`config.mk`:
```
export PLATFORM = sky130hd
export DESIGN_NAME = ram_loader
export DESIGN_NICKNAME = d
export VERILOG_FILES = /design/src/rtl/ram_loader.sv
export SDC_FILE = /design/constraint.sdc
export NUM_CORES = 1
export LEC_CHECK = 0
export BUFFER_PORTS_ARGS = -buffer_cell sky130_fd_sc_hd__buf_4
export CORE_ASPECT_RATIO = 0.8
export CORE_MARGIN = 4
export CORE_UTILIZATION = 45
export CTS_CLUSTER_DIAMETER = 50
export DETAILED_ROUTE_END_ITERATION = 16
export PLACE_DENSITY_LB_ADDON = 0.05
export SYNTH_ARGS = -nofsm -noshare
export SYNTH_HDL_FRONTEND = slang
export SYNTH_SLANG_ARGS = --single-unit
```
`constraint.sdc`:
```
create_clock -name clk -period 6.7 [get_ports clk]
set_input_delay 1.005 -clock clk [delete_from_list [all_inputs] [get_ports clk]]
set_output_delay 1.005 -clock clk [all_outputs]
set_load 0.01 [all_outputs]
```
`src/rtl/ram_loader.sv`:
```
// Boot-time program loader: byte stream -> big-endian 16-bit words -> consecutive RAM writes, CPU held meanwhile.
// Latency: 3 cycles per word minimum (high accept, low accept, write); done pulses 1 cycle after the last write.
// Backpressure: in_ready is high only in the four byte-accepting states; a stalled stream simply parks the FSM.
//
// Ports:
//   clk, rst          - clock, asynchronous active-low reset
//   start             - one-cycle load request, only honoured while idle
//   in_data/in_valid/in_ready - byte stream handshake (accept = in_valid && in_ready)
//   ram_address/ram_data/ram_wren - single-port RAM write side
//   cpu_hold, busy    - high for the whole load, including the done cycle
//   done              - one-cycle completion pulse
//   checksum          - XOR of every word written by the most recent load
module ram_loader #(
  parameter int                ADDR_W    = 16,
  parameter logic [ADDR_W-1:0] BASE_ADDR = '0
) (
  input  logic              clk,
  input  logic              rst,
  input  logic              start,
  input  logic [7:0]        in_data,
  input  logic              in_valid,
  output logic              in_ready,
  output logic [ADDR_W-1:0] ram_address,
  output logic [15:0]       ram_data,
  output logic              ram_wren,
  output logic              cpu_hold,
  output logic              busy,
  output logic              done,
  output logic [15:0]       checksum
);

  typedef enum logic [2:0] {
    S_IDLE    = 3'd0,
    S_LEN_HI  = 3'd1,
    S_LEN_LO  = 3'd2,
    S_DATA_HI = 3'd3,
    S_DATA_LO = 3'd4,
    S_WRITE   = 3'd5,
    S_DONE    = 3'd6
  } state_t;

  localparam logic [ADDR_W-1:0] ADDR_ONE = {{(ADDR_W-1){1'b0}}, 1'b1};

  state_t      state_q, state_nxt;
  logic [15:0] count_q;
  logic [15:0] len_q;
  logic [7:0]  hi_q;
  logic [15:0] count_inc;
  logic        accept;

  assign accept    = in_valid && in_ready;
  assign count_inc = count_q + 16'd1;
  assign cpu_hold  = busy;

  always_ff @(posedge clk or negedge rst) begin
    if (!rst) state_q <= S_IDLE;
    else      state_q <= state_nxt;
  end

  always_comb begin
    state_nxt = state_q;
    in_ready  = 1'b0;
    ram_wren  = 1'b0;
    busy      = 1'b1;
    done      = 1'b0;
    case (state_q)
      S_IDLE: begin
        busy = 1'b0;
        if (start) state_nxt = S_LEN_HI;
      end
      S_LEN_HI: begin
        in_ready = 1'b1;
        if (in_valid) state_nxt = S_LEN_LO;
      end
      S_LEN_LO: begin
        in_ready = 1'b1;
        // The length register only holds the high byte yet, so the
        // zero test uses the byte being accepted for the low half.
        if (in_valid) state_nxt = ({len_q[15:8], in_data} == 16'd0) ? S_DONE : S_DATA_HI;
      end
      S_DATA_HI: begin
        in_ready = 1'b1;
        if (in_valid) state_nxt = S_DATA_LO;
      end
      S_DATA_LO: begin
        in_ready = 1'b1;
        if (in_valid) state_nxt = S_WRITE;
      end
      S_WRITE: begin
        ram_wren  = 1'b1;
        state_nxt = (count_inc == len_q) ? S_DONE : S_DATA_HI;
      end
      S_DONE: begin
        done      = 1'b1;
        state_nxt = S_IDLE;
      end
      default: begin
        busy      = 1'b0;
        state_nxt = S_IDLE;
      end
    endcase
  end

  // Datapath: address/data/checksum are registers so they hold between
  // writes and stay stable after done until the next start.
  always_ff @(posedge clk or negedge rst) begin
    if (!rst) begin
      count_q     <= '0;
      len_q       <= '0;
      hi_q        <= '0;
      ram_address <= BASE_ADDR;
      ram_data    <= '0;
      checksum    <= '0;
    end else begin
      case (state_q)
        S_IDLE: begin
          if (start) begin
            count_q     <= '0;
            checksum    <= '0;
            ram_address <= BASE_ADDR;
          end
        end
        S_LEN_HI:  if (accept) len_q[15:8] <= in_data;
        S_LEN_LO:  if (accept) len_q[7:0]  <= in_data;
        S_DATA_HI: if (accept) hi_q        <= in_data;
        S_DATA_LO: if (accept) ram_data    <= {hi_q, in_data};
        S_WRITE: begin
          checksum    <= checksum ^ ram_data;
          ram_address <= ram_address + ADDR_ONE;  // wraps modulo 2^ADDR_W
          count_q     <= count_inc;
        end
        default: ;
      endcase
    end
  end

endmodule

```
== Yosys cells after proc, flatten, opt, wreduce, memory -nomap -nowiden ==
Cells that the tools add are included.
Cells by class
  divide/modulo/power cells: 0
  bitwise operators: 1
  magnitude comparators: 0
  reductions and logical operators: 12
  $mul: 0
  add/sub/neg operators: 2
  muxes and demuxes: 16
  equal/unequal tests: 12
  shift-type cells: 0
Operator list (number)
  $pmux 16 s2: 3
  $add 16x1->16 const B: 2
  $mux 3: 7
  $pmux 3 s6: 1
  $eq 16x16->1: 1
  $logic_not 16->1: 1
  $mux 16: 1
  $xor 16x16->16: 1
  $ne 2x2->1 const B: 5
  $reduce_and 2->1: 5
  $eq 3x3->1 const B: 3
  $eq 3x2->1 const B: 2
  $reduce_or 6->1: 1
  $reduce_and 5->1: 1
  $mux 1: 4
  $reduce_or 4->1: 1
  $eq 3x1->1 const B: 1
  $logic_not 3->1: 1
  $reduce_bool 2->1: 1
  $logic_and 1x1->1: 1
Word-level totals
  output and inout port bits: 53
  memories: 0
  logic and storage cells: 51
  bits in read-only memories: 0
  bits in writable memories: 0
  latch bits: 0
  input port bits: 12
  register bits after elaboration: 91

== Depth between registers and ports, before layout ==
Gate-level depths: netlist of run 1.
  depth in word-level cells: 5
  depth in mapped cells: 7
  depth with buffers taken out: 7

== Worst setup path after synthesis of run 1 ==
OpenSTA, ideal clock, no wires.
  path kind: register to output
  from: register state_q[0]
  to: output port ram_wren
  slack: 4.514 ns
  cell stages (with the launch flop): 5
  required time: 5.695 ns
  arrival: 1.181 ns
  path buffers: 2
  cells stage by stage: dfrtp_1 > clkbuf_1 > nand3b_1 > inv_2 > buf_1
On the way
  word-level cells in the longest chain between the ends: 2
Ends and longest elaborated chain
  start: declaration: line 44  | state_t state_q, state_nxt;
  start signal: assignment: line 57  | else state_q <= state_nxt;
  $eq 3x3->1: line 66  | case (state_q)
  $mux 1: line 66
  end: declaration: line 25  | output logic ram_wren,
No other way between the ends.

== Worst setup path after layout of run 1 ==
  from: register state_q[1]
  to: output port ram_wren
Same word-level chain as after synthesis.

==> results of run 1 <==
[area by class of cell]
cell class                      count  area [µm²]  area share
Sequential cell                    91        2280       0.435
Tap cell                          115         144      0.0275
Inverter                            7        26.3     0.00502
Multi-Input combinational cell    302        1990       0.380
Clock inverter                      7        85.1      0.0162
Clock buffer                        9         225      0.0430
Timing Repair Buffer               65         488      0.0931
[logic make-up (layout without fill, tap and decap cells)]
logic type	Yosys count	in the layout	synth area share
and+or+nand+nor	150	150	0.181
muxes	46	46	0.117
AOI/OAI and AO/OA	83	83	0.109
xor gates and xnor gates	21	21	0.0420
DFF	91	91	0.520
adders and majority gates	2	2	0.00571
buffers and inverters	28	88	0.0260
[cells in the final DEF, fill, tap and decap left out, types with 8 or more instances in the layout]
cell type   n
a21oi_1     9
and3_1     12
buf_4      65
clkbuf_16   9
dfrtp_1    91
mux2_2     42
nand2_1    40
nand3_1    36
nor2_1     15
o21ai_0    49
xnor2_1    13
xor2_1      8
[state kept, by name, indices dropped and copies added (netlist names)]
| signal | cells |
|---|---|
| len_q | 16 |
| count_q | 16 |
| ram_address | 16 |
| checksum | 16 |
| hi_q | 8 |
| ram_data | 16 |
| state_q | 3 |
[per-stage QoR]
stage	setup WS (ps)	instance area, µm²	power [mW]
floorplan	4510	4380	1.33
global placement	3300	4930	1.61
detailed placement	3300	4930	1.63
CTS	2910	5240	2.16
global route	2690	5240	2.28
finish	2970	5240	2.13
[worst paths after layout]
check / endpoint / cells after the start
worst max-delay path: ram_wren / 3
worst min-delay path: checksum[15] / 1
worst max register to register: ram_address[3] / 5
worst min register to register: checksum[15] / 1
max in group asynchronous: checksum[3] / 2
min in group asynchronous: ram_address[1] / 1
[synthesized netlist by cell type (5+ instances only)]
cell,n,area [µm²]
nand3_1,36,180
nand2_1,40,150
and3_1,12,75.1
xnor2_1,13,114
dfrtp_1,91,2280
o22ai_1,5,31.3
o21ai_0,49,245
o31ai_1,6,45.0
inv_1,6,22.5
clkbuf_1,13,48.8
nor3_1,7,35.0
nand4_1,7,43.8
xor2_1,8,70.1
mux2_2,42,473
nor4_1,7,43.8
nor2_1,15,56.3
a21oi_1,10,50.1
[worst register-to-register path, stage by stage (launching register included)]
cell and delay (ps):
dfrtp_1 560, nand3b_1 730, inv_2 560, a21oi_2 860, o21ai_0 240, o31ai_1 130
[report_power, final]
part | switching (mW) | internal [mW] | leakage (nW)
Sequential | 0.167 | 0.732 | 1.20
Combinational | 0.338 | 0.372 | 1.00
Clock | 0.225 | 0.296 | 0.146
Total | 0.730 | 1.40 | 2.34
[layer usage]
layer,vias up,routed length [µm],global-route usage
met2,77,4630,0.297
met1,1607,4720,0.252
li1,1633,-,-
met4,0,80,0.0546
met5,-,0,0
met3,8,544,0.0476
==> results.cfg, run 1 <==
[logic_synthesis]
syn_area_um2 = 4380
async_flop_share = 1.00
synth_edf_count = 0
synth_cells = 421
yosysSeqAreaShare = 0.520
syn-mean-instance-area_um2 = 10.4
syn_nets = 435
ys_seq_elements = 91
synth_ff_type = dfrtp_1
yosysUniqueCellTypes = 49
yosysWarnings = 0

[layout]
drive_gt1_frac = 0.283
nFillCells = 807
instances_no_fill = 596
nNetsFinal = 490
area_growth_syn_to_layout_pct = 19.6
fin_util = 0.565
n_antenna_cell = 0

[grt]
grt_max_degree = 71
overflow = 0
grt_pass1_vias = 3285
grt_pass1_wl_um = 16800
grt_antenna_before_repair = 0
grt_usage = 0.186

[drt]
vias = 3325
drtPass1Iterations = 4
first_iter_violations = 228
wl_per_cell_um = 16.7
drt-total-wl_um = 9980
routed_via_density = 5.58
drtAntennaViolNets = 0
drc_errors = 0

[worst_setup_path]
crit_start = state_q[1]
worstPathMaxFanout = 37
path_delay_family = buffers and inverters
r2r_start = state_q[1]
worstSetupStartpointType = flip-flop
crit_slowest_cell = inv_2
cp_num_buf_inv = 2
cp.required_ps = 5690
worstSetupPathType = flip-flop to output port
cp_cell_sequence = nand3b_1 -> inv_2 -> buf_4
cp-end-kind = output port
slowest_delay_ps = 860
crit_arrival_ps = 2720
r2r_slack_ps = 3500

[sta]
setup_viol = 0
hold_viol = 0
clock_skew_ps = 7.54
period_needed_ps = 3730
relSlewSlack = 0.360
slew_viol_final = 0
tightestPinTransition_ps = 959
rsz0062_at_grt = no
fin_tns_setup_ps = 0
finalCritPeriodShare = 0.557
fmax_ghz = 0.268
fin_hold_ws_ps = 488

[die]
start_util = 0.473
dieArea_um2 = 11400
ios = 65
rows = 31
die_h_um = 96.2
core_area_um2 = 9270
die_x_um = 118

[clock_network]
clk_pin_slew_ps = 60
cts_tree = built
cts.path.max_buffers = 2
cts_num_sinks = 91
cts_made_buffers = 9
post_cts_resized = 0
clkLatencyLatePin_ps = 340
hold_buffers = 0
postCtsSetupBuffers = 0
htreeDepth = 3
cts_root_buffer = clkbuf_16

[hold_path]
worstHoldPathType = flip-flop to flip-flop
worstHoldStart = checksum[15]

[pwr]
peakVddDrop_uv = 205
p_leak_nw = 2.34
p_per_area_nw_per_um2 = 407

[outcome]
outcome = completed

[place]
hpwl_um = 6980
dpl.cell_count = 580
numPortBuffers = 64
routabilityCongestion = 0.810

[run]
maxCapViolCount = 0
Note: power is estimated with default switching activity, not from simulation.
==> run 2: changes to the inputs <==
==> constraint.sdc (replaced) <==
create_clock -name clk -period 3.69 [get_ports clk]
set_input_delay 0.5535 -clock clk [delete_from_list [all_inputs] [get_ports clk]]
set_output_delay 0.5535 -clock clk [all_outputs]
set_load 0.01 [all_outputs]
==> results.cfg, run 2 (synthesis results as in run 1) <==
[outcome]
outcome = completed

[drt]
topRoutingLayerUsed = met4
drtAntennaViolNets = 0
routed_via_density = 5.67
wl_met2_um = 4730
dr_wl_met3_um = 368
wl_per_cell_um = 17.2
met1Wirelength_um = 5040
drt-total-wl_um = 10300
vias = 3388
first_iter_violations = 273
drc_errors = 0
drtPass1Iterations = 4

[clock_network]
htreeDepth = 3
cts_root_buffer = clkbuf_16
hold_buffers = 0
clk_pin_slew_ps = 60
cts_num_sinks = 91
cts_made_buffers = 9
clkLatencyLatePin_ps = 330
cts_tree = built
post_cts_resized = 0
cts.path.max_buffers = 2
postCtsSetupBuffers = 0

[layout]
drive_gt1_frac = 0.282
n_antenna_cell = 0
mostFrequentLayoutCells = dfrtp_1 (91), buf_4 (69), o21ai_0 (49)
area_growth_syn_to_layout_pct = 20.3
fin_util = 0.569
nNetsFinal = 494
final_common_cell = dfrtp_1
nFillCells = 825

[worst_setup_path]
r2r_start = count_q[0]
crit_slowest_cell = dfrtp_1
r2r_cells = 7
crit_start = state_q[1]
cp_common_cell = buf_4
cp_cell_sequence = nand3b_1 -> buf_4 -> inv_2 -> buf_4
cp.required_ps = 3140
path_delay_family = buffers and inverters
worstSetupStartpointType = flip-flop
crit_cells = 4
slowest_delay_ps = 520
cp-end-kind = output port
crit_arrival_ps = 1900
worstPathMaxFanout = 23
cp_num_buf_inv = 3
worstSetupPathType = flip-flop to output port

[die]
start_util = 0.473
rows = 31
dieArea_um2 = 11400
die_x_um = 118
die_h_um = 96.2
core_area_um2 = 9270
ios = 65

[pwr]
p_comb_frac = 0.333
internal-power_mw = 2.64
p_leak_nw = 2.37
p_per_area_nw_per_um2 = 746
p_clk_frac = 0.248
switchingPower_mw = 1.29
power_frac_seq = 0.418
netSwitchingFraction = 0.329
peakVddDrop_uv = 367

[run]
maxCapViolCount = 0

[grt]
grt_antenna_before_repair = 0
grt_usage = 0.185
grt_max_degree = 34
overflow = 0
grt_pass1_wl_um = 16500
grt_pass1_vias = 3183

[sta]
finalCritPeriodShare = 0.665
fin_hold_ws_ps = 169
rsz0062_at_grt = no
slew_viol_final = 0
fin_tns_setup_ps = 0
fmax_ghz = 0.408
period_needed_ps = 2450
hold_viol = 0
clock_skew_ps = 3.10
setup_viol = 0
tightestPinTransition_ps = 990
relSlewSlack = 0.338

[hold_path]
worstHoldPathType = input pin to async pin

[place]
routabilityCongestion = 0.898
numPortBuffers = 64
hpwl_um = 7210
run 2: worst paths after layout:
| check | to | slack, ps |
|---|---|---|
| max in group asynchronous | len_q[5] | 2720 |
| hold reg to reg | checksum[8] | 490 |
| hold / removal | count_q[2] | 170 |
| setup reg to reg | state_q[2] | 1340 |
| min in group clk | checksum[8] | 490 |
| setup / recovery | ram_wren | 1240 |
run 2: power groups by stage:
| stage | registers, mW | logic, mW | clock network (mW) |
|---|---|---|---|
| final | 1.64 | 1.31 | 0.976 |
| after global routing | 1.70 | 1.44 | 1.04 |
| after CTS | 1.65 | 1.33 | 1.00 |
| after detailed placement | 1.66 | 1.32 | 0 |
| after global placement | 1.65 | 1.30 | 0 |
| after floorplan | 1.63 | 0.784 | 0 |
run 2: layer usage:
| layer | track usage | vias to the layer above |
|---|---|---|
| li1 | - | 1636 |
| met1 | 0.262 | 1670 |
| met2 | 0.289 | 70 |
| met3 | 0.0411 | 12 |
| met4 | 0.0517 | 0 |
| met5 | 0 | - |
run 2: layout make-up:
| type | count | area (µm²) | area share |
|---|---|---|---|
| inverters | 7 | 26.3 | 0.00498 |
| repair buffers | 69 | 518 | 0.0983 |
| well taps | 115 | 144 | 0.0273 |
| clock buffers | 12 | 256 | 0.0487 |
| clock inverters | 2 | 60.1 | 0.0114 |
| flip-flops and latches | 91 | 2280 | 0.432 |
| multi-input cells | 302 | 1990 | 0.377 |
run 2: per-stage QoR:
stage,setup slack (ps),cells,total power [mW],cell area (µm²)
6_report,1240,598,3.93,5270
5_1_grt,1090,598,4.18,5270
3_5_place_dp,1360,584,2.99,4950
3_3_place_gp,1400,584,2.95,4950
4_1_cts,1240,598,3.98,5270
2_1_floorplan,1550,421,2.41,4380
==> run 3: changes to the inputs <==
--- a/config.mk
+++ b/config.mk
@@ -5,6 +5,7 @@
 export SDC_FILE = /design/constraint.sdc
 export NUM_CORES = 1
 export LEC_CHECK = 0
+export ABC_AREA = 1
 export BUFFER_PORTS_ARGS = -buffer_cell sky130_fd_sc_hd__buf_4
 export CORE_ASPECT_RATIO = 0.8
 export CORE_MARGIN = 4
==> constraint.sdc (replaced) <==
create_clock -name clk -period 2.21 [get_ports clk]
set_input_delay 0.3315 -clock clk [delete_from_list [all_inputs] [get_ports clk]]
set_output_delay 0.3315 -clock clk [all_outputs]
set_load 0.01 [all_outputs]
==> results.cfg, run 3 <==
[outcome]
outcome = completed

[hold_path]
worstHoldPathType = input pin to flip-flop

[logic_synthesis]
synth_top_area_frac = 0.505
synth_ff_type = dfrtp_1
yosysWarnings = 0
yosysUniqueCellTypes = 34
syn_nets = 570
synth-compound-area-share = 0.112
synthAdderAreaFrac = 0.00555
yosysSeqAreaShare = 0.505
async_flop_share = 1.00
ys_seq_elements = 91
yosysMostFrequentCell = nand2_1
synth_cells = 556
synth_area_leaders = dfrtp_1 (50%), nand2_1 (13%), o21ai_0 (7.3%), nand3_1 (6.3%), inv_1 (5.3%)
syn_area_um2 = 4510
synth_common_cells = nand2_1 (152), dfrtp_1 (91), o21ai_0 (66)
muxShareOfSynthArea = 0.0200
yosysTopAreaCell = dfrtp_1
synth_edf_count = 0
synth_top_family_by_area = simple AND/OR/NAND/NOR gates
synth-simple-area-share = 0.279
syn-mean-instance-area_um2 = 8.11
synth-xor-area-share = 0.00777

[place]
hpwl_um = 8250
dp_slack_ps = 225
routabilityCongestion = 0.857
numPortBuffers = 64

[clock_network]
cts_made_buffers = 9
clk_pin_slew_ps = 60
cts_root_buffer = clkbuf_16
htreeDepth = 3
cts_num_sinks = 91
clkLatencyLatePin_ps = 340
cts.path.max_buffers = 2
cts_tree = built

[sta]
finalCritPeriodShare = 0.935
hold_viol = 0
tightestPinTransition_ps = 620
period_needed_ps = 2070
relSlewSlack = 0.586
clock_skew_ps = 6.71
worst_slack_ps = 145
setup_viol = 0
fin_hold_ws_ps = 294
slew_viol_final = 0
fmax_ghz = 0.484

[die]
die_x_um = 120
rows = 32
dieArea_um2 = 11700
start_util = 0.464
ios = 65
die_h_um = 97.5
core_area_um2 = 9730

[worst_setup_path]
cp_cell_sequence = inv_1 -> nor2_1 -> nor3_1 -> nand2_1 -> buf_4
worstSetupPathType = flip-flop to output port
slowest_delay_ps = 430
worstPathMaxFanout = 5
worstSetupStartpointType = flip-flop
crit_slowest_cell = dfrtp_1
cp_num_buf_inv = 2
path_delay_family = simple AND/OR/NAND/NOR gates
cp-end-kind = output port
cp.required_ps = 1880
crit_arrival_ps = 1730

[layout]
final_common_cell = nand2_1
nNetsFinal = 641
area_growth_syn_to_layout_pct = 21.5
nFillCells = 937
mostFrequentLayoutCells = nand2_1 (152), dfrtp_1 (89), buf_4 (72)
n_antenna_cell = 0
drive_gt1_frac = 0.182

[drt]
drt-total-wl_um = 11400
wl_per_cell_um = 14.8
first_iter_violations = 287
drc_errors = 0
drtAntennaViolNets = 0
drtPass1Iterations = 4
routed_via_density = 5.17
vias = 3970

[grt]
grt_antenna_before_repair = 0
grt_pass1_vias = 3813
grt_max_degree = 43
grt_usage = 0.200
overflow = 0
grt_pass1_wl_um = 18900

[pwr]
peakVddDrop_uv = 622
p_per_area_nw_per_um2 = 1110
power_mw = 6.09
p_leak_nw = 2.69

[run]
maxCapViolCount = 0
-- run 3: changes by cell type in the layout (fill, tap and decap cells not counted), sizes merged, moves of 8 or more --
cell	previous run	this run
and3	13	0
inv	7	65
mux2	42	8
nand2	40	154
nand3	38	57
nand4	9	17
nor2	16	41
o21ai	50	68
xnor2	13	2
-- run 3: timing repair --
action                     in CTS  in global routing
hold endpoints to repair       30                  0
setup endpoints to repair       0                  3
setup buffers                   0                  2
hold buffers                    1                  0
gates resized for setup         0                  5
-- run 3: per-layer routing --
| layer | wire, µm | global-route usage | up-vias |
|---|---|---|---|
| met3 | 540 | 0.0431 | 8 |
| met5 | 0 | 0 | - |
| met1 | 5550 | 0.280 | 1874 |
| li1 | - | - | 1980 |
| met4 | 75 | 0.0423 | 0 |
| met2 | 5210 | 0.321 | 108 |
-- run 3: worst register-to-register path: stages (launching register included) --
cell	delay, ps
dfrtp_2	410
ha_2	220
nand2_1	110
nor2_4	250
nand3_1	150
nand2_1	100
nand3_1	60
nand2_1	60
nand2_1	50
nor2_1	150
nand3_1	100
nand2_1	60
nand2_1	50
nand2_1	50
nand2_1	50
-- run 3: worst paths after layout --
kind / startpoint / end / slack [ps] / depth (start not counted)
worst max-delay path: state_q[2] / busy / 140 / 5
worst min-delay path: in_valid / state_q[2] / 290 / 4
worst max register to register: count_q[0] / state_q[0] / 230 / 14
max in group asynchronous: rst / count_q[0] / 1090 / 3
worst min register to register: ram_address[15] / ram_address[15] / 470 / 1
min in group asynchronous: rst / ram_address[3] / 470 / 2
-- run 3: layout make-up --
class | instances | area, µm² | share of cell area
sequential | 91 | 2280 | 0.416
multi-input combinational | 386 | 1920 | 0.350
timing repair buffer | 75 | 582 | 0.106
clock buffer | 12 | 256 | 0.0468
inverter | 64 | 240 | 0.0438
tap | 136 | 170 | 0.0310
clock inverter | 4 | 32.5 | 0.00593
-- run 3: logic make-up after synthesis --
family,after synthesis
AND/OR/NAND/NOR,278
AO/OA/AOI/OAI,94
flip-flops,91
buffers and inverters,79
multiplexers,8
XOR/XNOR,4
adder cells (fa/ha/maj),2
-- run 3: where the power goes --
| group | internal, mW | switching [mW] | total (mW) | leakage, nW |
|---|---|---|---|---|
| clock network | 0.831 | 0.651 | 1.48 | 0.135 |
| registers | 2.17 | 0.436 | 2.61 | 1.21 |
| logic | 0.904 | 1.10 | 2.00 | 1.34 |
-- run 3: metrics by stage --
step | TNS (ps) | instance area [µm²] | cells | utilization
after floorplan | 0 | 4510 | 556 | -
after global placement | 0 | 5150 | 749 | 0.530
after detailed placement | 0 | 5150 | 749 | 0.530
after CTS | 0 | 5450 | 766 | 0.560
after global routing | -11.5 | 5480 | 768 | 0.563
final | 0 | 5480 | 768 | 0.563
